===== src/rtl/ant_pkg.sv =====
// Shared types and constants for the ant sprite walkers.
package ant_pkg;

   typedef enum logic [1:0] {
      RIGHT = 2'd0,
      LEFT  = 2'd1,
      DOWN  = 2'd2,
      UP    = 2'd3
   } dir_t;

   typedef enum logic [1:0] {
      S_IDLE  = 2'd0,
      S_COUNT = 2'd1,
      S_MOVE  = 2'd2,
      S_TURN  = 2'd3
   } state_t;

   localparam int SCREEN_W = 640;
   localparam int SCREEN_H = 480;
   localparam int DIRT_TOP = 240;

   // Right-shifting Fibonacci form: bits 0,2,3,5 correspond to taps 16,14,13,11
   localparam logic [15:0] LFSR_TAPS = 16'h002D;

   function automatic dir_t dir_reverse(input dir_t d);
      dir_t r;
      case (d)
         RIGHT:   r = LEFT;
         LEFT:    r = RIGHT;
         DOWN:    r = UP;
         default: r = DOWN;
      endcase
      return r;
   endfunction

endpackage


===== src/rtl/ant_walker_lfsr16.sv =====
// 16-bit Fibonacci LFSR that shifts only when asked; one per ant.
module lfsr16
   import ant_pkg::*;
#(
   parameter logic [15:0] SEED = 16'hACE1
) (
   input  logic        CLK,
   input  logic        RST_BTN,
   input  logic        i_adv,
   output logic [15:0] o_state
);

   logic [15:0] r_state;
   logic        w_fb;

   assign w_fb    = ^(r_state & LFSR_TAPS);
   assign o_state = r_state;

   always_ff @(posedge CLK or negedge RST_BTN) begin
      if (!RST_BTN)
         r_state <= SEED;
      else if (i_adv)
         r_state <= {w_fb, r_state[15:1]};
   end

endmodule


===== src/rtl/ant_walker.sv =====
// One ant: steps across the dirt band during blanking and flags raster pixels inside its sprite.
//
// state   | meaning
// IDLE    | wait for an enabled animation tick (advances the LFSR)
// COUNT   | count ticks; every FRAMES_PER_STEP-th tick goes on to MOVE
// MOVE    | commit the stepped position, or reverse heading at a band edge
// TURN    | occasionally pick a new heading from the LFSR
module ant_walker
   import ant_pkg::*;
#(
   parameter int          ANT_W           = 16,
   parameter int          ANT_H           = 8,
   parameter int          X_MIN           = 0,
   parameter int          X_MAX           = SCREEN_W - 1,
   parameter int          Y_MIN           = DIRT_TOP,
   parameter int          Y_MAX           = SCREEN_H - 1,
   parameter int          X_START         = 400,
   parameter int          Y_START         = 456,
   parameter int          STEP            = 2,
   parameter int          FRAMES_PER_STEP = 4,
   parameter logic [15:0] LFSR_SEED       = 16'hACE1
) (
   input  logic       CLK,
   input  logic       RST_BTN,
   input  logic       i_pix_stb,
   input  logic       i_animate,
   input  logic       i_en,
   input  logic [9:0] i_x,
   input  logic [8:0] i_y,
   output logic       o_ant,
   output logic [9:0] o_ant_x,
   output logic [8:0] o_ant_y,
   output logic [1:0] o_dir
);

   localparam int CNT_W = (FRAMES_PER_STEP > 1) ? $clog2(FRAMES_PER_STEP) : 1;
   localparam logic [CNT_W-1:0] CNT_LAST = CNT_W'(FRAMES_PER_STEP - 1);

   // Box limits expressed on the top-left corner, so only the corner is tested
   localparam logic signed [10:0] STEP_S   = 11'(STEP);
   localparam logic signed [10:0] X_LO_S   = 11'(X_MIN);
   localparam logic signed [10:0] X_HI_S   = 11'(X_MAX - ANT_W + 1);
   localparam logic signed [10:0] Y_LO_S   = 11'(Y_MIN);
   localparam logic signed [10:0] Y_HI_S   = 11'(Y_MAX - ANT_H + 1);

   state_t           r_state;
   logic [CNT_W-1:0] r_cnt;
   logic [9:0]       r_x;
   logic [8:0]       r_y;
   dir_t             r_dir;
   logic             r_ant;

   logic [15:0]        w_lfsr;
   logic               w_adv;
   logic               w_unused_lfsr;
   logic signed [10:0] w_nx;
   logic signed [10:0] w_ny;
   logic               w_fit;
   logic [10:0]        w_px;
   logic [10:0]        w_py;
   logic [10:0]        w_ax;
   logic [10:0]        w_ay;
   logic               w_hit;

   assign w_adv         = (r_state == S_IDLE) && i_animate && i_en;
   assign w_unused_lfsr = ^w_lfsr[15:6];

   lfsr16 #(
      .SEED (LFSR_SEED)
   ) u_lfsr (
      .CLK     (CLK),
      .RST_BTN (RST_BTN),
      .i_adv   (w_adv),
      .o_state (w_lfsr)
   );

   always_comb begin
      w_nx = $signed({1'b0, r_x});
      w_ny = $signed({2'b00, r_y});
      case (r_dir)
         RIGHT:   w_nx = $signed({1'b0, r_x}) + STEP_S;
         LEFT:    w_nx = $signed({1'b0, r_x}) - STEP_S;
         DOWN:    w_ny = $signed({2'b00, r_y}) + STEP_S;
         default: w_ny = $signed({2'b00, r_y}) - STEP_S;
      endcase
   end

   assign w_fit = (w_nx >= X_LO_S) && (w_nx <= X_HI_S) &&
                  (w_ny >= Y_LO_S) && (w_ny <= Y_HI_S);

   assign w_px  = {1'b0, i_x};
   assign w_py  = {2'b00, i_y};
   assign w_ax  = {1'b0, r_x};
   assign w_ay  = {2'b00, r_y};
   assign w_hit = (w_px >= w_ax) && (w_px < w_ax + 11'(ANT_W)) &&
                  (w_py >= w_ay) && (w_py < w_ay + 11'(ANT_H));

   always_ff @(posedge CLK or negedge RST_BTN) begin
      if (!RST_BTN) begin
         r_state <= S_IDLE;
         r_cnt   <= '0;
         r_x     <= 10'(X_START);
         r_y     <= 9'(Y_START);
         r_dir   <= LEFT;
      end else begin
         case (r_state)
            S_IDLE: begin
               if (w_adv)
                  r_state <= S_COUNT;
            end
            S_COUNT: begin
               if (r_cnt == CNT_LAST) begin
                  r_cnt   <= '0;
                  r_state <= S_MOVE;
               end else begin
                  r_cnt   <= r_cnt + 1'b1;
                  r_state <= S_IDLE;
               end
            end
            S_MOVE: begin
               if (w_fit) begin
                  r_x     <= w_nx[9:0];
                  r_y     <= w_ny[8:0];
                  r_state <= S_TURN;
               end else begin
                  r_dir   <= dir_reverse(r_dir);
                  r_state <= S_IDLE;
               end
            end
            default: begin
               if (w_lfsr[3:0] == 4'd0)
                  r_dir <= dir_t'(w_lfsr[5:4]);
               r_state <= S_IDLE;
            end
         endcase
      end
   end

   always_ff @(posedge CLK or negedge RST_BTN) begin
      if (!RST_BTN)
         r_ant <= 1'b0;
      else if (i_pix_stb)
         r_ant <= w_hit;
   end

   assign o_ant   = r_ant;
   assign o_ant_x = r_x;
   assign o_ant_y = r_y;
   assign o_dir   = r_dir;

endmodule


===== config.mk =====
export PLATFORM = sky130hd
export DESIGN_NAME = ant_walker
export DESIGN_NICKNAME = d
export VERILOG_FILES = /design/src/rtl/ant_pkg.sv /design/src/rtl/ant_walker_lfsr16.sv /design/src/rtl/ant_walker.sv
export SDC_FILE = /design/constraint.sdc
export NUM_CORES = 1
export LEC_CHECK = 0
export BUFFER_PORTS_ARGS = -buffer_cell sky130_fd_sc_hd__buf_2
export CORE_MARGIN = 2
export CORE_UTILIZATION = 35
export CTS_CLUSTER_DIAMETER = 30
export DETAILED_ROUTE_END_ITERATION = 10
export SLEW_MARGIN = 20
export SYNTH_ARGS = -nofsm -noshare
export SYNTH_HDL_FRONTEND = slang
export SYNTH_HIERARCHICAL = 1
export SYNTH_SLANG_ARGS = --single-unit

===== constraint.sdc =====
create_clock -name CLK -period 2.8 [get_ports CLK]
set_input_delay 0.14 -clock CLK [delete_from_list [all_inputs] [get_ports CLK]]
set_output_delay 0.14 -clock CLK [all_outputs]
set_load 0.05 [all_outputs]

* Yosys cells after proc, flatten, opt, wreduce, memory -nomap -nowiden *
Index checks and enable logic that the tools add are counted.

storage, ports and cells
  output and inout bits = 22
  input bits = 24
  register bits after elaboration = 42
  logic and storage cells = 58

operators by class
  equality and inequality tests = 7
  bitwise gates (word level) = 1
  mux-type cells = 11
  order comparisons = 8
  reductions and logical operators = 17
  $add $sub $neg = 7

operators by type and width
  operator                                                                              number
  11-bit case mux with 2 select lines                                                   2
  16-bit XOR reduction                                                                  1
  2-bit 2-to-1 mux                                                                      6
  2-bit case mux with 3 select lines                                                    2
  10-bit by 2-bit adder with 11-bit output, second input constant                       1
  10-bit by 5-bit adder with 11-bit output, second input constant                       1
  11-bit by 1-bit greater-or-equal comparator with 1-bit output, second input constant  1
  11-bit by 9-bit greater-or-equal comparator with 1-bit output, second input constant  1
  11-bit by 10-bit <= comparator with 1-bit output, second input constant               1
  11-bit <= comparator, second input constant                                           1
  10-bit by 11-bit < comparator with 1-bit output                                       1
  10-bit by 2-bit subtractor with 11-bit output, second input constant                  1
  9-bit by 2-bit adder with 10-bit output, second input constant                        1
  9-bit by 4-bit adder with 10-bit output, second input constant                        1
  10-bit greater-or-equal comparator                                                    1
  9-bit by 10-bit < comparator with 1-bit output                                        1
  9-bit by 2-bit subtractor with 10-bit output, second input constant                   1
  9-bit greater-or-equal comparator                                                     1
  1-bit logical AND                                                                     8
  2-bit equality test, second input constant                                            3
  2-bit by 1-bit equality test with 1-bit output, second input constant                 2
  2-bit logical NOT                                                                     2
  4-bit logical NOT                                                                     1
  2-bit case mux with 2 select lines                                                    1
  other kinds (8)                                                                       9

* Logic depth before layout (Yosys ltp) *
  depth in word-level cells = 8
  gate-level depth with buffers = 14
  depth with buffers taken out = 11

* By module *
Netlist, hierarchy kept.

by module, submodules not included
  module      instances  area each (µm²)  cells each
  ant_walker  1          2740.1           305
  lfsr16      1          675.6            38

* Worst setup path after synthesis *
Ideal clock, no wire load.

  path type = register to register
  start = register r_y[1] (netlist: o_ant_y[1])
  end = register r_x[2] (netlist: o_ant_x[2])
  clock period less this slack = 3254 ps
  path buffers = 1
  library setup time = 128 ps
  stages on the path, launching flop included = 10
  arrival = 3126 ps
  setup slack = -454 ps
  path through = dfrtp_1 -> buf_6 -> or4_4 -> o22ai_1 -> xnor2_1 -> nand4_1 -> or4_1 -> a32o_2 -> nand4b_1 -> mux2_1

between the ends
  longest elaborated chain between the ends = 6

RTL lines
  what                                                                                                     RTL line                            text
  start, declared                                                                                          ant_walker.sv:49                    logic [8:0] r_y;
  start signal, assigned                                                                                   ant_walker.sv:103                   r_y <= 9'(Y_START);
  start signal, assigned                                                                                   ant_walker.sv:123                   r_y <= w_ny[8:0];
  9-bit by 2-bit subtractor with 10-bit output or 9-bit by 2-bit adder with 10-bit output (tied branches)  ant_walker.sv:84, ant_walker.sv:83
  11-bit case mux with 2 select lines *                                                                    ant_walker.sv:80                    case (r_dir)
  11-bit by 9-bit greater-or-equal comparator with 1-bit output                                            ant_walker.sv:89                    (w_ny >= Y_LO_S) && (w_ny <= Y_HI_S);
  1-bit logical AND                                                                                        ant_walker.sv:88                    assign w_fit = (w_nx >= X_LO_S) && (w_nx <= X_HI_S) &&
  1-bit logical AND *                                                                                      ant_walker.sv:89
  2-bit AND reduction (no line) *                                                                          -
  end signal, assigned                                                                                     ant_walker.sv:102                   r_x <= 10'(X_START);
  end signal, assigned                                                                                     ant_walker.sv:122                   r_x <= w_nx[9:0];
  end, declared                                                                                            ant_walker.sv:48                    logic [9:0] r_x;

Mark *: on every way between the ends. The rest lies on a longest branch, timed or not.
A chain may end at the register's enable or synchronous reset.

* Final worst setup path *
  start = register r_dir[0] (netlist: o_dir[0])
  end = register r_x[2] (netlist: o_ant_x[2])

between the ends
  longest elaborated chain between the ends = 7

RTL lines
  what                                                                                                RTL line                            text
  start, declared                                                                                     ant_walker.sv:50                    dir_t r_dir;
  start signal, assigned                                                                              ant_walker.sv:126                   r_dir <= dir_reverse(r_dir);
  start signal, assigned                                                                              ant_walker.sv:132                   r_dir <= dir_t'(w_lfsr[5:4]);
  2-bit by 1-bit equality test with 1-bit output or 2-bit logical NOT (tied branches)                 ant_walker.sv:80
  2-bit OR reduction (no line) or 11-bit case mux with 2 select lines (tied branches)                 -
  11-bit case mux with 2 select lines, or another cell as far along                                   ant_walker.sv:80
  11-bit by 9-bit greater-or-equal comparator with 1-bit output or 1-bit logical AND (tied branches)  ant_walker.sv:89, ant_walker.sv:88
  1-bit logical AND                                                                                   ant_walker.sv:88
  1-bit logical AND                                                                                   ant_walker.sv:89
  2-bit AND reduction (no line)                                                                       -

Parallel ways exist; a longest one is shown, timed or not.

==> impl_results.md <==
* Gr ovfl total at 0
* Most common cell in the netlist: xnor2_1
* CP Launch Type: register
* Clock power share at 20.1%
* Drt pass-1 iters at 4
* Slew Limit Fails at 0
* Fraction of registers with async set/reset at 100%
* Worst-path cell chain: buf_6, nand3b_4, or4_1, nand4_1, nand4_1, or4_1, a32o_2, nand4b_1, mux2_4
* # fillers at 950
* P_sw at between 0.0007 and 0.0008 W
* Antenna Violating Nets Remaining at 0
* CTS tree: done
* Highest Clock Rate at 334 MHz
* Ports at 46
* Register area at 0.00104 mm2
* Setup CP Type: register to register
* Via count at 2894
* Worst Tran Pin Value at ~0.89 ns
* Final instance area at 0.00445 mm2
* Crit path max-delay cell type: dfstp_4
* CP Capture Type: register
* First-pass GRT wire length at 13.1 mm
* Largest net degree at the start of global routing at between 40 and 50
* Final HPWL from detailed placement at 6.19 mm
* Period minus WS final at between 2 and 3 ns
* Reg power frac at 36.9%
* Yosys warns at 6
* Cells after Synth at 343
* WL/cell at between 10 and 15 um
* Worst Skew at about 0.0081 ns
* Max Root-Sink Buffers at 2
* Synth Area per Inst at 9.96 um2
* Initial antenna violation count at 0
* H-tree levels at 2
* Vias in the first global route at 2767
* Post-Syn Area at 0.00342 mm2
* Share of layout cells above drive strength 1 at 44.0%
* Maxcap violations at 0
* Sw Share at about a third
* Overall power at 0.00227 W
* Core area at 0.00964 mm2
* Synthesized flop and latch total at 40
* Residual DRC at 0
* Yosys top cell area share at between 10% and 20%
* Post-synthesis cell type count at 65
* Final net count at 504
* Synth top area cells: dfrtp_1 (18%), ha_1 (13%), dfstp_2 (12%)
* Die Area at 0.0106 mm2
* Post-Route WL at 8.41 mm
* Total CTS buffers at 5
* Setup ws final at -0.197 ns
* Leak at 1.97 nW
* VDD IR max at 356 uV
* RSZ-0062 raised after global routing: yes
* Pint at about 0.0015 W
* Die Width at 103 um
* PortBufs at 43
* GRT Total Usage at roughly 16%
* Worst-Skew Late Latency at 0.30 ns
* Crit Path Max Fanout at 7
* Final Wtd Congestion at 0.889
* Clock sinks at 40
* Result of the run: finished with violations
* Slew margin rel. at 41.0%
* Synth top cells by count: xnor2_1 (37), ha_1 (36), dfrtp_1 (24), inv_1 (24), nand2_1 (17)
* Hold Fails Final Rpt at 0
* CTS Root Cell: clkbuf_8
* Synth Flop Type: dfrtp_1
* Power Density at roughly 510 mW/mm2
* Area of the multi-input gates at roughly 0.0023 mm2
* Register area share after synthesis at 29.9%
* WP data arrival at 3.19 ns
* Vias/cell at 5.01
* Cell Area, Placed at 0.00410 mm2
* Std cell rows at 36
* Synth area leader: dfrtp_1
* CTS clk-pin slew, worst paths at 0.08 ns
* N_diodes at 0
* Layout Area Growth over Synthesis at 30.4%
* DRT iter0 DRCs at 84
* Data required, critical path at 2.99 ns
* Final setup viols at 20
* Die Ht at 103 um
* Slowest stage delay, CP at 0.65 ns
* Post-synth EDFFs at 0
* Starting Density at a little over a third
* Failing checks: negative setup slack
* Min-Delay Path Class: primary input to register
* Combinational power share at 43.0%
* Final Cycle Share at 107%
registers in the layout, summed over array words and instances (netlist names):
register and count:
o_ant 1, o_ant_x 9, o_ant_y 8, o_dir 2, r_cnt 2, r_state 2, u_lfsr/o_state 16
cell families after synthesis:
family | synth area share, %
and+or+nand+nor | 19.5
adders and majority gates | 13.2
AOI/OAI and AO/OA | 12.2
DFF | 29.9
muxes | 8.39
xor gates and xnor gates | 9.49
buffers and inverters | 7.29
other | 0.110
power groups by stage:
| stage | sequential [W] | clock (W) | combinational [W] |
|---|---|---|---|
| 4_1_cts | 0.000860 | 0.000473 | 0.000860 |
| 5_1_grt | 0.000853 | 0.000498 | 0.00106 |
| 2_1_floorplan | 0.000853 | 0 | 0.000626 |
| 3_5_place_dp | 0.000870 | 0 | 0.000834 |
| 3_3_place_gp | 0.000865 | 0 | 0.000818 |
| 6_report | 0.000837 | 0.000456 | 0.000975 |
metrics by stage:
| stage | hold WS [ns] | setup WS (ns) | TNS (ns) | cells | utilization (%) |
|---|---|---|---|---|---|
| 2_1_floorplan | -0.156 | -0.206 | -1.10 | 344 | - |
| 3_3_place_gp | 0.306 | -0.132 | -1.13 | 550 | 42.5 |
| 3_5_place_dp | 0.319 | -0.155 | -1.36 | 550 | 42.5 |
| 4_1_cts | 0.205 | -0.130 | -1.02 | 571 | 44.8 |
| 5_1_grt | 0.233 | -0.286 | -3.37 | 578 | 46.2 |
| 6_report | 0.212 | -0.197 | -1.78 | 578 | 46.2 |
routing by layer:
metal | track usage, % | vias up | share of wire [%]
li1 | - | 1443 | -
met1 | 21.3 | 1394 | 48
met2 | 25.9 | 46 | 48
met3 | 2.92 | 11 | 2.3
met4 | 4.15 | 0 | 1.2
met5 | 0 | - | 0
critical path, delay by kind of cell (launching register included):
kind	cells	cell delay, ns
buffers and inverters	1	0.12
and+or+nand+nor	6	1.46
DFF	1	0.65
muxes	1	0.32
AOI/OAI and AO/OA	1	0.35
cell usage in the layout, fill, tap and decap left out, types with 12 or more instances in the layout:
cell type,instances
buf_2,43
buf_4,63
dfrtp_1,18
dfstp_2,14
ha_1,32
inv_1,22
nand2_1,16
nand3_1,12
xnor2_1,35
final timing paths:
check,start,slack [ns],to,depth (start not counted)
worst max register to register,o_dir[0],-0.20,o_ant_x[2],9
worst min register to register,u_lfsr/o_state[15],0.49,u_lfsr/o_state[15],2
worst min-delay path,i_pix_stb,0.21,o_ant,4
max in group asynchronous,RST_BTN,1.68,o_ant_y[5],2
worst max-delay path,o_dir[0],-0.20,o_ant_x[2],9
min in group asynchronous,RST_BTN,0.49,u_lfsr/o_state[14],2
cell type report:
type	count	share of cell area [%]
Multi-Input combinational cell	262	51.9
Sequential cell	40	23.3
Timing Repair Buffer	111	16.6
Tap cell	133	3.74
Clock buffer	6	2.11
Inverter	24	2.02
Clock inverter	2	0.365
timing repair:
item	CTS	global route
endpoints found under the setup margin	19	20
hold buffers	1	0
setup buffers	12	7
gates resized for setup	6	19
pin swaps	2	20
endpoints found under the hold margin	24	0
Power figures use the tool's default switching activity.
